==> src/rtl/fetch_unit_if.sv <==
`default_nettype none
// +----------------------------------------------------------------------+
// | fetch_unit_if: instruction-memory and decode handshake bundle         |
// | Revision: 1.0                                                         |
// +----------------------------------------------------------------------+
interface fetch_unit_if;
   logic        imem_req_valid;
   logic        imem_req_ready;
   logic [31:0] imem_req_addr;
   logic        imem_rsp_valid;
   logic [31:0] imem_rsp_data;
   logic        instr_valid;
   logic [31:0] instr;
   logic [31:0] instr_pc;
   logic        instr_ready;
   logic        redirect;
   logic [31:0] redirect_target;

   modport master (
      output imem_req_valid, imem_req_addr, instr_valid, instr, instr_pc,
      input  imem_req_ready, imem_rsp_valid, imem_rsp_data, instr_ready,
             redirect, redirect_target
   );

   modport slave (
      input  imem_req_valid, imem_req_addr, instr_valid, instr, instr_pc,
      output imem_req_ready, imem_rsp_valid, imem_rsp_data, instr_ready,
             redirect, redirect_target
   );
endinterface
`default_nettype wire

==> src/rtl/fetch_unit.sv <==
`default_nettype none
// +----------------------------------------------------------------------+
// | fetch_unit: pipelined instruction fetch with buffer and redirect flush|
// | Revision: 1.0                                                         |
// +----------------------------------------------------------------------+
module fetch_unit #(
   parameter logic [31:0] RESET_PC = 32'h0000_0000,
   parameter int unsigned DEPTH    = 2
) (
   input  logic         clk,
   input  logic         rst_n,
   fetch_unit_if.master bus
);
   localparam int unsigned PTR_W     = (DEPTH > 2) ? 2 : 1;
   localparam int unsigned CNT_W     = PTR_W + 1;
   localparam logic [31:0] NOP_INSTR = 32'h0000_0013;

   typedef enum logic [0:0] {
      ST_FETCH = 1'b0,
      ST_FLUSH = 1'b1
   } state_e;

   state_e           state_q,    state_d;
   logic [31:0]      fetch_pc_q, fetch_pc_d;
   logic [CNT_W-1:0] inflight_q, inflight_d;
   logic [CNT_W-1:0] discard_q,  discard_d;
   logic [CNT_W-1:0] count_q,    count_d;
   logic [PTR_W-1:0] head_q,     head_d;
   logic [PTR_W-1:0] tail_q,     tail_d;
   logic [31:0]      buf_instr_q [DEPTH];
   logic [31:0]      buf_instr_d [DEPTH];
   logic [31:0]      buf_pc_q    [DEPTH];
   logic [31:0]      buf_pc_d    [DEPTH];

   logic [CNT_W:0]   occupancy_sum;
   logic [31:0]      rsp_pc;
   logic             req_valid;
   logic             req_fire;
   logic             rsp_fire;
   logic             pop_fire;

   assign occupancy_sum = {1'b0, inflight_q} + {1'b0, count_q};
   assign req_valid     = rst_n && (state_q == ST_FETCH) && !bus.redirect &&
                          (occupancy_sum < (CNT_W+1)'(DEPTH));
   assign req_fire      = req_valid && bus.imem_req_ready;
   assign rsp_fire      = bus.imem_rsp_valid;
   assign pop_fire      = (count_q != '0) && bus.instr_ready;

   // In FETCH every outstanding request is live and consecutive, so the
   // oldest one sits inflight words behind fetch_pc.
   assign rsp_pc = fetch_pc_q - 32'({inflight_q, 2'b00});

   always_comb begin
      state_d     = state_q;
      fetch_pc_d  = fetch_pc_q;
      inflight_d  = inflight_q + CNT_W'(req_fire) - CNT_W'(rsp_fire);
      discard_d   = discard_q;
      count_d     = count_q;
      head_d      = head_q;
      tail_d      = tail_q;
      buf_instr_d = buf_instr_q;
      buf_pc_d    = buf_pc_q;

      if (bus.redirect) begin
         fetch_pc_d = {bus.redirect_target[31:2], 2'b00};
         discard_d  = inflight_q - CNT_W'(rsp_fire);
         count_d    = '0;
         head_d     = '0;
         tail_d     = '0;
         state_d    = (discard_d != '0) ? ST_FLUSH : ST_FETCH;
      end else if (state_q == ST_FLUSH) begin
         if (rsp_fire) begin
            discard_d = discard_q - CNT_W'(1);
            if (discard_d == '0) begin
               state_d = ST_FETCH;
            end
         end
      end else begin
         if (req_fire) begin
            fetch_pc_d = fetch_pc_q + 32'd4;
         end
         if (rsp_fire) begin
            buf_instr_d[tail_q] = bus.imem_rsp_data;
            buf_pc_d[tail_q]    = rsp_pc;
            tail_d              = tail_q + PTR_W'(1);
         end
         if (pop_fire) begin
            head_d = head_q + PTR_W'(1);
         end
         count_d = count_q + CNT_W'(rsp_fire) - CNT_W'(pop_fire);
      end
   end

   always_ff @(posedge clk or negedge rst_n) begin
      if (!rst_n) begin
         state_q    <= ST_FETCH;
         fetch_pc_q <= RESET_PC;
         inflight_q <= '0;
         discard_q  <= '0;
         count_q    <= '0;
         head_q     <= '0;
         tail_q     <= '0;
         for (int i = 0; i < int'(DEPTH); i++) begin
            buf_instr_q[i] <= NOP_INSTR;
            buf_pc_q[i]    <= RESET_PC;
         end
      end else begin
         state_q     <= state_d;
         fetch_pc_q  <= fetch_pc_d;
         inflight_q  <= inflight_d;
         discard_q   <= discard_d;
         count_q     <= count_d;
         head_q      <= head_d;
         tail_q      <= tail_d;
         buf_instr_q <= buf_instr_d;
         buf_pc_q    <= buf_pc_d;
      end
   end

   assign bus.imem_req_valid = req_valid;
   assign bus.imem_req_addr  = fetch_pc_q;
   assign bus.instr_valid    = (count_q != '0);
   assign bus.instr          = buf_instr_q[head_q];
   assign bus.instr_pc       = buf_pc_q[head_q];
endmodule
`default_nettype wire

==> src/flat_wrapper.sv <==
// flat-port wrapper written by rule: the top's interface ports become plain ports
module fetch_unit_flat 
#(
   parameter logic [31:0] RESET_PC = 32'h0000_0000,
   parameter int unsigned DEPTH    = 2
)
  (clk, rst_n, bus_imem_req_valid, bus_imem_req_addr, bus_instr_valid, bus_instr, bus_instr_pc, bus_imem_req_ready, bus_imem_rsp_valid, bus_imem_rsp_data, bus_instr_ready, bus_redirect, bus_redirect_target);
  fetch_unit_if bus_i ();
  input  logic clk;
  input  logic rst_n;
  output wire logic [$bits(bus_i.imem_req_valid)-1:0] bus_imem_req_valid;
  output wire logic [$bits(bus_i.imem_req_addr)-1:0] bus_imem_req_addr;
  output wire logic [$bits(bus_i.instr_valid)-1:0] bus_instr_valid;
  output wire logic [$bits(bus_i.instr)-1:0] bus_instr;
  output wire logic [$bits(bus_i.instr_pc)-1:0] bus_instr_pc;
  input wire logic [$bits(bus_i.imem_req_ready)-1:0] bus_imem_req_ready;
  input wire logic [$bits(bus_i.imem_rsp_valid)-1:0] bus_imem_rsp_valid;
  input wire logic [$bits(bus_i.imem_rsp_data)-1:0] bus_imem_rsp_data;
  input wire logic [$bits(bus_i.instr_ready)-1:0] bus_instr_ready;
  input wire logic [$bits(bus_i.redirect)-1:0] bus_redirect;
  input wire logic [$bits(bus_i.redirect_target)-1:0] bus_redirect_target;
  assign bus_imem_req_valid = bus_i.imem_req_valid;
  assign bus_imem_req_addr = bus_i.imem_req_addr;
  assign bus_instr_valid = bus_i.instr_valid;
  assign bus_instr = bus_i.instr;
  assign bus_instr_pc = bus_i.instr_pc;
  assign bus_i.imem_req_ready = bus_imem_req_ready;
  assign bus_i.imem_rsp_valid = bus_imem_rsp_valid;
  assign bus_i.imem_rsp_data = bus_imem_rsp_data;
  assign bus_i.instr_ready = bus_instr_ready;
  assign bus_i.redirect = bus_redirect;
  assign bus_i.redirect_target = bus_redirect_target;
  fetch_unit #(.RESET_PC(RESET_PC), .DEPTH(DEPTH)) u_core (.clk(clk), .rst_n(rst_n), .bus(bus_i));
endmodule
==> config.mk <==
export PLATFORM = sky130hd
export DESIGN_NAME = fetch_unit_flat
export DESIGN_NICKNAME = d
export VERILOG_FILES = /design/src/rtl/fetch_unit_if.sv /design/src/rtl/fetch_unit.sv /design/src/flat_wrapper.sv
export SDC_FILE = /design/constraint.sdc
export NUM_CORES = 1
export LEC_CHECK = 0
export CAP_MARGIN = 15
export CELL_PAD_IN_SITES_DETAIL_PLACEMENT = 0
export CELL_PAD_IN_SITES_GLOBAL_PLACEMENT = 1
export CORE_ASPECT_RATIO = 1.1
export CORE_MARGIN = 2
export CORE_UTILIZATION = 25
export CTS_CLUSTER_SIZE = 24
export DETAILED_ROUTE_END_ITERATION = 16
export HOLD_SLACK_MARGIN = 0.15
export MAX_ROUTING_LAYER = met4
export PLACE_DENSITY_LB_ADDON = 0.1
export SLEW_MARGIN = 25
export SYNTH_ARGS = -nofsm -noshare
export SYNTH_HDL_FRONTEND = slang
export SYNTH_SLANG_ARGS = --single-unit
==> constraint.sdc <==
create_clock -name clk -period 2.5 [get_ports clk]
set_clock_uncertainty 0.2 [all_clocks]
set_input_delay 0.375 -clock clk [delete_from_list [all_inputs] [get_ports clk]]
set_output_delay 0.375 -clock clk [all_outputs]
set_load 0.03 [all_outputs]
### Word-level counts from Yosys, hierarchy flattened

Index checks and enable logic that the tools add are counted.

| cells by class | value |
|---|---|
| muxes and demuxes | 29 |
| reduce and logical (&&, ||, !) cells | 19 |
| $lt $le $gt $ge | 4 |
| equal/unequal tests | 1 |
| $add $sub $neg | 11 |
| bitwise operators | 4 |

Operator list:

| operator | count |
|---|---|
| 32-bit two-way mux | 10 |
| 64-bit bitwise mux | 2 |
| 32-bit by 3-bit adder with 32-bit output (second input constant) | 1 |
| 32-bit demux with 1-bit select | 1 |
| 32-bit by 4-bit subtractor with 32-bit output | 1 |
| 2-bit nonzero test | 6 |
| 1-bit two-way mux | 11 |
| 2-bit two-way mux | 5 |
| 2-bit AND reduction | 4 |
| 1-bit logical AND | 6 |
| 2-bit by 1-bit subtractor with 2-bit output | 3 |
| 2-bit by 1-bit adder with 2-bit output | 2 |
| 2-bit greater-or-equal comparator (second input constant) | 2 |
| 1-bit inverter with 2-bit output | 2 |
| 2-bit by 2-bit adder with 3-bit output | 1 |
| 3-bit by 2-bit < comparator with 1-bit output (second input constant) | 1 |
| 3-bit AND reduction | 1 |
| 1-bit adder (second input constant) | 2 |
| 2-bit logical NOT | 1 |
| 2-bit by 1-bit < comparator with 1-bit output (second input constant) | 1 |
| 2-bit != test (second input constant) | 1 |
| 1-bit inverter | 2 |
| 2-bit by 1-bit subtractor with 2-bit output (second input constant) | 1 |
| 1-bit logical NOT | 1 |

| word-level totals | value |
|---|---|
| output and inout port bits | 98 |
| register bits after elaboration | 169 |

### Longest topological paths before layout

Gate-level depths: netlist of the first run.

| logic depth | value |
|---|---|
| depth after elaboration | 8 |
| gate-level depth with buffers | 10 |
| mapped depth without buffers | 9 |

### Worst setup path before layout of the first run

OpenSTA, ideal clock, no wires.

| timing path | value |
|---|---|
| path kind | register to register |
| start | reg u_core.fetch_pc_q[2] (netlist: u_core.bus.imem_req_addr[2]) |
| end | reg u_core.buf_pc_q[20] (netlist bit) |
| arrival | 2.291 ns |
| slack | -0.125 ns |
| setup time | 0.134 ns |
| stages on the path, launching flop included | 10 |
| path buffers | 0 |
| cell sequence | dfrtp_1 inv_1 ha_1 inv_1 fa_1 or3_1 nor3_2 nand4_1 xor2_1 o21ai_0 |

| on the way | value |
|---|---|
| cells in the longest elaborated chain, start to end | 2 |

RTL lines:

| what | line | source |
|---|---|---|
| start, declared | fetch_unit.sv:24 | `logic [31:0] fetch_pc_q, fetch_pc_d;` |
| start signal, assigned | fetch_unit.sv:109 | `fetch_pc_q <= fetch_pc_d;` |
| 32-bit by 4-bit subtractor with 32-bit output | fetch_unit.sv:51 | `assign rsp_pc = fetch_pc_q - 32'({inflight_q, 2'b00});` |
| 64-bit bitwise mux | fetch_unit.sv:84 | `buf_pc_d[tail_q] = rsp_pc;` |
| end signal, assigned | fetch_unit.sv:116 | `buf_pc_q <= buf_pc_d;` |
| end, declared | fetch_unit.sv:32 | `logic [31:0] buf_pc_q [DEPTH];` |

No other way between the ends.
A chain may end at the register's enable or synchronous reset.

### Final worst setup path of the first run

| timing path | value |
|---|---|
| start | reg u_core.count_q[0] |
| end | out bus_imem_req_valid |

| on the way | value |
|---|---|
| cells in the longest elaborated chain, start to end | 3 |

RTL lines:

| what | line | source |
|---|---|---|
| start, declared | fetch_unit.sv:27 | `logic [CNT_W-1:0] count_q, count_d;` |
| start signal, assigned | fetch_unit.sv:112 | `count_q <= count_d;` |
| 2-bit by 2-bit adder with 3-bit output | fetch_unit.sv:42 | `assign occupancy_sum = {1'b0, inflight_q} + {1'b0, count_q};` |
| 3-bit by 2-bit < comparator with 1-bit output | fetch_unit.sv:44 | `(occupancy_sum < (CNT_W+1)'(DEPTH));` |
| 1-bit logical AND | fetch_unit.sv:43 | `assign req_valid = rst_n && (state_q == ST_FETCH) && !bus.redirect &&` |
| end, declared | flat_wrapper.sv:11 | `output wire logic [$bits(bus_i.imem_req_valid)-1:0] bus_imem_req_valid;` |

No other way between the ends.

==> results of run 1 <==
## state kept, by name, summed over array words and instances, names as in the netlist
signal and cells:
u_core.state_q 1, u_core.discard_q 2, u_core.buf_instr_q 64, u_core.count_q 2, u_core.head_q 1, u_core.buf_pc_q 60
u_core.inflight_q 2, u_core.bus.imem_req_addr 30, u_core.tail_q 1
## kinds of logic (layout without fill, tap and decap cells)
logic type,after synthesis,after routing,share of synthesized area [%]
compound gates,115,115,7.957
xor+xnor,43,43,4.469
fa+ha+maj,10,10,1.663
buf+inv,86,311,4.558
flops,163,163,48.49
mux,64,64,8.521
other cells,1,4,0.04449
simple gates,441,441,24.30
## power breakdown
| part | switching (mW) | total [mW] | internal, mW |
|---|---|---|---|
| clock network | 1.14 | 3.12 | 1.98 |
| registers | 0.562 | 4.17 | 3.61 |
| logic | 2.91 | 5.02 | 2.11 |
## critical path: cells and delay by family (launching register included)
family	cells	cell delay (ns)
buffers and inverters	3	0.36
adders and majority gates	1	0.47
and+or+nand+nor	3	0.36
DFF	1	0.39
## cell type report
class                           count  share of cell area, %
Clock buffer                       18                  3.485
Sequential cell                   163                  33.20
Clock inverter                     13                  2.083
Multi-Input combinational cell    677                  36.04
Tap cell                          432                  4.389
Inverter                           15                 0.5588
Timing Repair Buffer              265                  20.24
## metal layers
layer | GRT usage, % | share of wire [%] | vias to the layer above
met4 | 4.065 | 1.2 | 0
met3 | 3.086 | 4.2 | 18
met2 | 24.87 | 47 | 164
li1 | - | - | 3528
met1 | 22.52 | 48 | 3434
met5 | - | 0 | -
## what timing repair did
| action | CTS | global route |
|---|---|---|
| setup endpoints to repair | 83 | 74 |
| endpoints found under the hold margin | 161 | 0 |
| setup buffers | 7 | 12 |
| cloned | 1 | 1 |
| pin swaps | 11 | 51 |
| hold buffers | 4 | 0 |
| gates resized for setup | 72 | 111 |
## cells in the final DEF, fill, tap and decap left out, types with 5 or more instances in the layout
cell type,synthesis,routed
nand2_1,301,296
dfrtp_1,157,155
clkdlybuf4s50_1,0,95
buf_4,6,94
mux2_2,62,62
o21ai_0,73,42
dlygate4sd2_1,0,39
o21ai_1,6,34
nor2_1,31,23
xnor2_1,29,20
buf_6,2,19
clkbuf_16,0,17
nand3_1,23,16
nor4_4,4,13
nand4_1,13,13
xor2_1,14,10
inv_1,14,9
xnor2_2,0,9
nor3_1,13,8
buf_12,0,8
a21oi_1,8,7
ha_1,8,7
bufinv_16,0,7
nor4_1,11,6
and3_1,7,6
dfstp_2,6,6
inv_2,1,5
nor2_2,0,5
## how the worst max path moves through the flow
stage / from / end / slack [ns] / depth (start not counted)
after global routing: u_core.inflight_q[0] / bus_imem_req_valid / -0.18 / 7
after detailed placement: u_core.bus.imem_req_addr[2] / u_core.buf_pc_q[52] / -0.17 / 10
after floorplan: u_core.bus.imem_req_addr[2] / u_core.buf_pc_q[20] / 0.006 / 9
after global placement: u_core.bus.imem_req_addr[2] / u_core.buf_pc_q[52] / -0.12 / 10
final: u_core.count_q[0] / bus_imem_req_valid / -0.08 / 7
after CTS: u_core.count_q[0] / bus_imem_req_valid / -0.11 / 7
==> results.json, run 1 <==
{
  "status": "finished with violations",
  "violations": "negative setup slack",
  "p_leak_nw": 5.642,
  "yosys.area.top_type": "dfrtp_1",
  "portBuffers": 161,
  "io_pins": 168,
  "worstSkewPairLatency_ns": 0.44,
  "die_w_um": 179.1,
  "clk_path_buf_depth": 2,
  "slew_headroom_pct": 51.84,
  "crit_required_ns": 1.92,
  "timing.rr.start": "u_core.count_q[0]",
  "fin_area_mm2": 0.01231,
  "yosysSeqAreaShare_pct": 48.49,
  "p_per_area_mw_per_mm2": 999.6,
  "grt_usage_pct": 16.39,
  "r2r_setup_slack_ns": -0.04,
  "yosys_most_used_dff": "dfrtp_1",
  "min-delay-start": "u_core.buf_instr_q[33]",
  "gp_congestion": 0.7863,
  "ant_nets": 0,
  "clock_tree.htree_level_count": 4,
  "synth_top_area_share_pct": 46.62,
  "synthCells": 923,
  "die_h_um": 196.6,
  "hold_viol": 0,
  "start_util_pct": 25.39,
  "drc": 0,
  "fin_ws_ns": -0.08360,
  "timing.fmax_ghz": 0.3871,
  "hold_depth": 2,
  "hp-class": "flop to flop",
  "diodes": 0,
  "fin_hold_ws_ns": 0.2566,
  "yosys-top-cells-count": "nand2_1, dfrtp_1, o21ai_0",
  "ys_types": 61,
  "antenna_found_initial": 1,
  "grt_pass1_vias": 7229,
  "vias": 7144,
  "num_rows": 70,
  "path_class": "flop to output pin",
  "multi_input_area_mm2": 0.004438,
  "post-place-cells": 1527,
  "worstHoldEndpoint": "u_core.buf_instr_q[33]",
  "cp.arrival_ns": 2.01,
  "netlist_area_mm2": 0.008428,
  "grt.overflow.total": 0,
  "fillers": 3398,
  "clockRootBuffer": "clkbuf_16",
  "rsz0062_at_grt": "true",
  "final.period_utilization_pct": 103.3,
  "clkTransAtPathRegs_ns": 0.07,
  "syn2layout_area_growth_pct": 46.11,
  "dpl-instance-area_mm2": 0.01093,
  "r2r-end": "u_core.bus.imem_req_addr[29]",
  "vias_per_cell": 4.513,
  "instances_no_fill": 1583,
  "worstMarginPinSlew_ns": 0.7224,
  "cap_violations": 0,
  "ys_ff_latch": 163,
  "drt_iter0_drc": 400,
  "core_area_mm2": 0.03319,
  "end_kind": "output pin",
  "rr_worst_depth": 11,
  "die-area_mm2": 0.03520,
  "dp_hpwl_um": 18700,
  "pre_cts_slack_ns": -0.1679,
  "crit_fanout": 2,
  "yosysMostFrequentCell": "nand2_1",
  "cts_tree": "yes",
  "fin_nets": 1219,
  "yosys-top-cells-area": "dfrtp_1, nand2_1, mux2_2",
  "cts.sinks": 163,
  "fin_setup_tns_ns": -0.1246,
  "avgSynthCellArea_um2": 9.131,
  "layout-drive-gt1-share_pct": 27.19,
  "worst_path_largest_cell_delay_ns": 0.47,
  "wl_per_cell_um": 17.29,
  "grt_pass1_wl_um": 42510,
  "start_kind": "flop",
  "vdd_drop_max_uv": 573.4,
  "postLayoutCoreUtil_pct": 37.10,
  "synth-edff-count": 0,
  "crit_path_cell_trace": "inv_2 > nor2_2 > fa_1 > nor4_4 > buf_4 > and2_4 > buf_6",
  "grt_max_degree": 101,
  "setup_viol": 3,
  "power_mw": 12.31,
  "wirelength_um": 27370,
  "min_period_ns": 2.584,
  "yosysWarnings": 0,
  "async_reset_ff_share_pct": 100.0,
  "ff_latch_area_mm2": 0.004089,
  "cts_inserted_buffers": 17,
  "drtPass1Iterations": 4,
  "final_max_slew_viol_count": 0,
  "crit_slowest_cell": "fa_1"
}
No activity file was read; power rests on OpenSTA's default activity.
==> run 2, diff against run 1 <==
- CAP_MARGIN: 15 -> 20
- CORE_ASPECT_RATIO: 1.1 -> default
==> run 2 against run 1 <==
  * Utilization is 0.22 points lower
  * Combinational power barely moved
  * Critical path depth is the same
  * Largest power group unchanged
  * Sequential power barely moved
  * The run still ends with negative setup slack left
  * Global-route usage shrank 0.37 points
==> results.json, run 2 (same netlist as run 1, synthesis figures left out) <==
{
  "hold_viol": 0,
  "drc": 0,
  "cap_violations": 0,
  "min-delay-start": "bus_redirect",
  "power_mw": 11.91,
  "io_pins": 168,
  "worstMarginPinSlew_ns": 0.8499,
  "vdd_drop_max_uv": 521.4,
  "worst_path_largest_cell_delay_ns": 0.47,
  "core_area_mm2": 0.03336,
  "worstSkewPairLatency_ns": 0.44,
  "final_max_slew_viol_count": 0,
  "clockRootBuffer": "clkbuf_16",
  "final_common_cell": "nand2_1",
  "min_period_ns": 2.592,
  "globalRouteMet2Util_pct": 23.70,
  "largest_register_ffs": 64,
  "layout_common_cells": "nand2_1, dfrtp_1, clkdlybuf4s50_1, buf_4, mux2_2",
  "grtUsageMet1_pct": 22.50,
  "clock_tree.htree_level_count": 4,
  "worstHoldEndpoint": "u_core.count_q[1]",
  "drt_iter0_drc": 365,
  "start_kind": "flop",
  "crit_path_cell_trace": "inv_2 > nor2_4 > fa_2 > nor4_4 > buf_4 > and2_4 > buf_6",
  "die-area_mm2": 0.03520,
  "dpl-instance-area_mm2": 0.01091,
  "clk_path_buf_depth": 2,
  "hold_depth": 3,
  "status": "finished with violations",
  "hp-class": "primary input to flop",
  "grt_pass1_vias": 7147,
  "critPathLaunch": "u_core.count_q[0]",
  "dp_hpwl_um": 18680,
  "cts_tree": "yes",
  "die_w_um": 187.6,
  "rsz0062_at_grt": "true",
  "drtPass1Iterations": 7,
  "grt.overflow.total": 0,
  "postLayoutCoreUtil_pct": 36.87,
  "crit_slowest_cell": "fa_2",
  "fin_ws_ns": -0.09154,
  "grt_usage_pct": 16.02,
  "crit_required_ns": 1.92,
  "timing.fmax_ghz": 0.3859,
  "antenna_found_initial": 1,
  "top_register": "u_core.buf_instr_q",
  "cts_inserted_buffers": 17,
  "num_rows": 67,
  "wirelength_um": 27210,
  "start_util_pct": 25.26,
  "grtUsageMet3_pct": 3.144,
  "cts.sinks": 163,
  "diodes": 0,
  "end_kind": "output pin",
  "r2r_setup_slack_ns": -0.08,
  "vias_per_cell": 4.434,
  "layout-drive-gt1-share_pct": 28.31,
  "syn2layout_area_growth_pct": 45.98,
  "slew_headroom_pct": 43.34,
  "portBuffers": 161,
  "path_class": "flop to output pin",
  "timing.rr.start": "u_core.count_q[0]",
  "fin_area_mm2": 0.01230,
  "setup_viol": 6,
  "clkTransAtPathRegs_ns": 0.07,
  "p_per_area_mw_per_mm2": 968.2,
  "final.period_utilization_pct": 103.7,
  "vias": 7076,
  "die_h_um": 187.6,
  "r2r-end": "u_core.bus.imem_req_addr[25]",
  "top_usage_layer": "met2",
  "grt_max_degree": 90,
  "wl_per_cell_um": 17.05,
  "grt_pass1_wl_um": 42340,
  "rr_worst_depth": 12,
  "ant_nets": 0,
  "crit_fanout": 2,
  "cp.arrival_ns": 2.02,
  "p_leak_nw": 5.623,
  "pre_cts_slack_ns": -0.1429,
  "violations": "negative setup slack",
  "gp_congestion": 0.7914,
  "fin_nets": 1215
}
run 2: timing repair:
action,in CTS,in global routing
gates cloned,1,2
gates resized for setup,86,111
pin swaps,15,43
endpoints found under the hold margin,157,0
hold buffers,1,0
buffers inserted,6,16
endpoints found under the setup margin,83,79
run 2: cell type report:
class,instances,area [µm²]
multi-input cells,677,4518
well taps,448,560.5
fillers,3522,21060
flip-flops and latches,163,4094
repair buffers,261,2481
clock inverters,14,151.4
clock buffers,18,429.2
inverters,15,68.82
run 2: stage by stage:
stage	setup TNS (ns)	hold slack [ns]	cells
after global routing	-2.208	0.1958	1596
final	-0.3426	0.1854	1596
after global placement	-1.069	-0.004548	1541
after floorplan	0	-0.1206	926
after detailed placement	-1.612	-0.005494	1541
after CTS	-0.5142	0.1867	1580
run 2: layer usage:
layer	up-vias	wire length, µm	part of all wire [%]
li1	3524	-	-
met1	3395	13650	50
met2	140	12380	45
met3	17	927	3.4
met4	0	251	0.92
met5	-	0	0
run 2: report_power, final:
group | internal [mW] | switching [mW] | total [mW]
sequential | 3.61 | 0.559 | 4.17
combinational | 2.12 | 2.92 | 5.05
clock | 1.49 | 1.20 | 2.69
total | 7.23 | 4.69 | 11.9
run 2: worst max path at each step:
| stage | cells past startpoint | end | slack [ns] |
|---|---|---|---|
| global route | 7 | bus_imem_req_valid | -0.20 |
| detailed placement | 10 | u_core.buf_pc_q[20] | -0.14 |
| finish | 7 | bus_imem_req_valid | -0.09 |
| CTS | 7 | bus_imem_req_valid | -0.13 |
| floorplan | 9 | u_core.buf_pc_q[20] | 0.006 |
| global placement | 10 | u_core.buf_pc_q[52] | -0.13 |
run 2: critical path, delay by kind of cell (launching register included):
kind	cells	cell delay, ns
buffers and inverters	3	0.37
adder cells (fa/ha/maj)	1	0.47
flip-flops	1	0.39
AND/OR/NAND/NOR	3	0.36
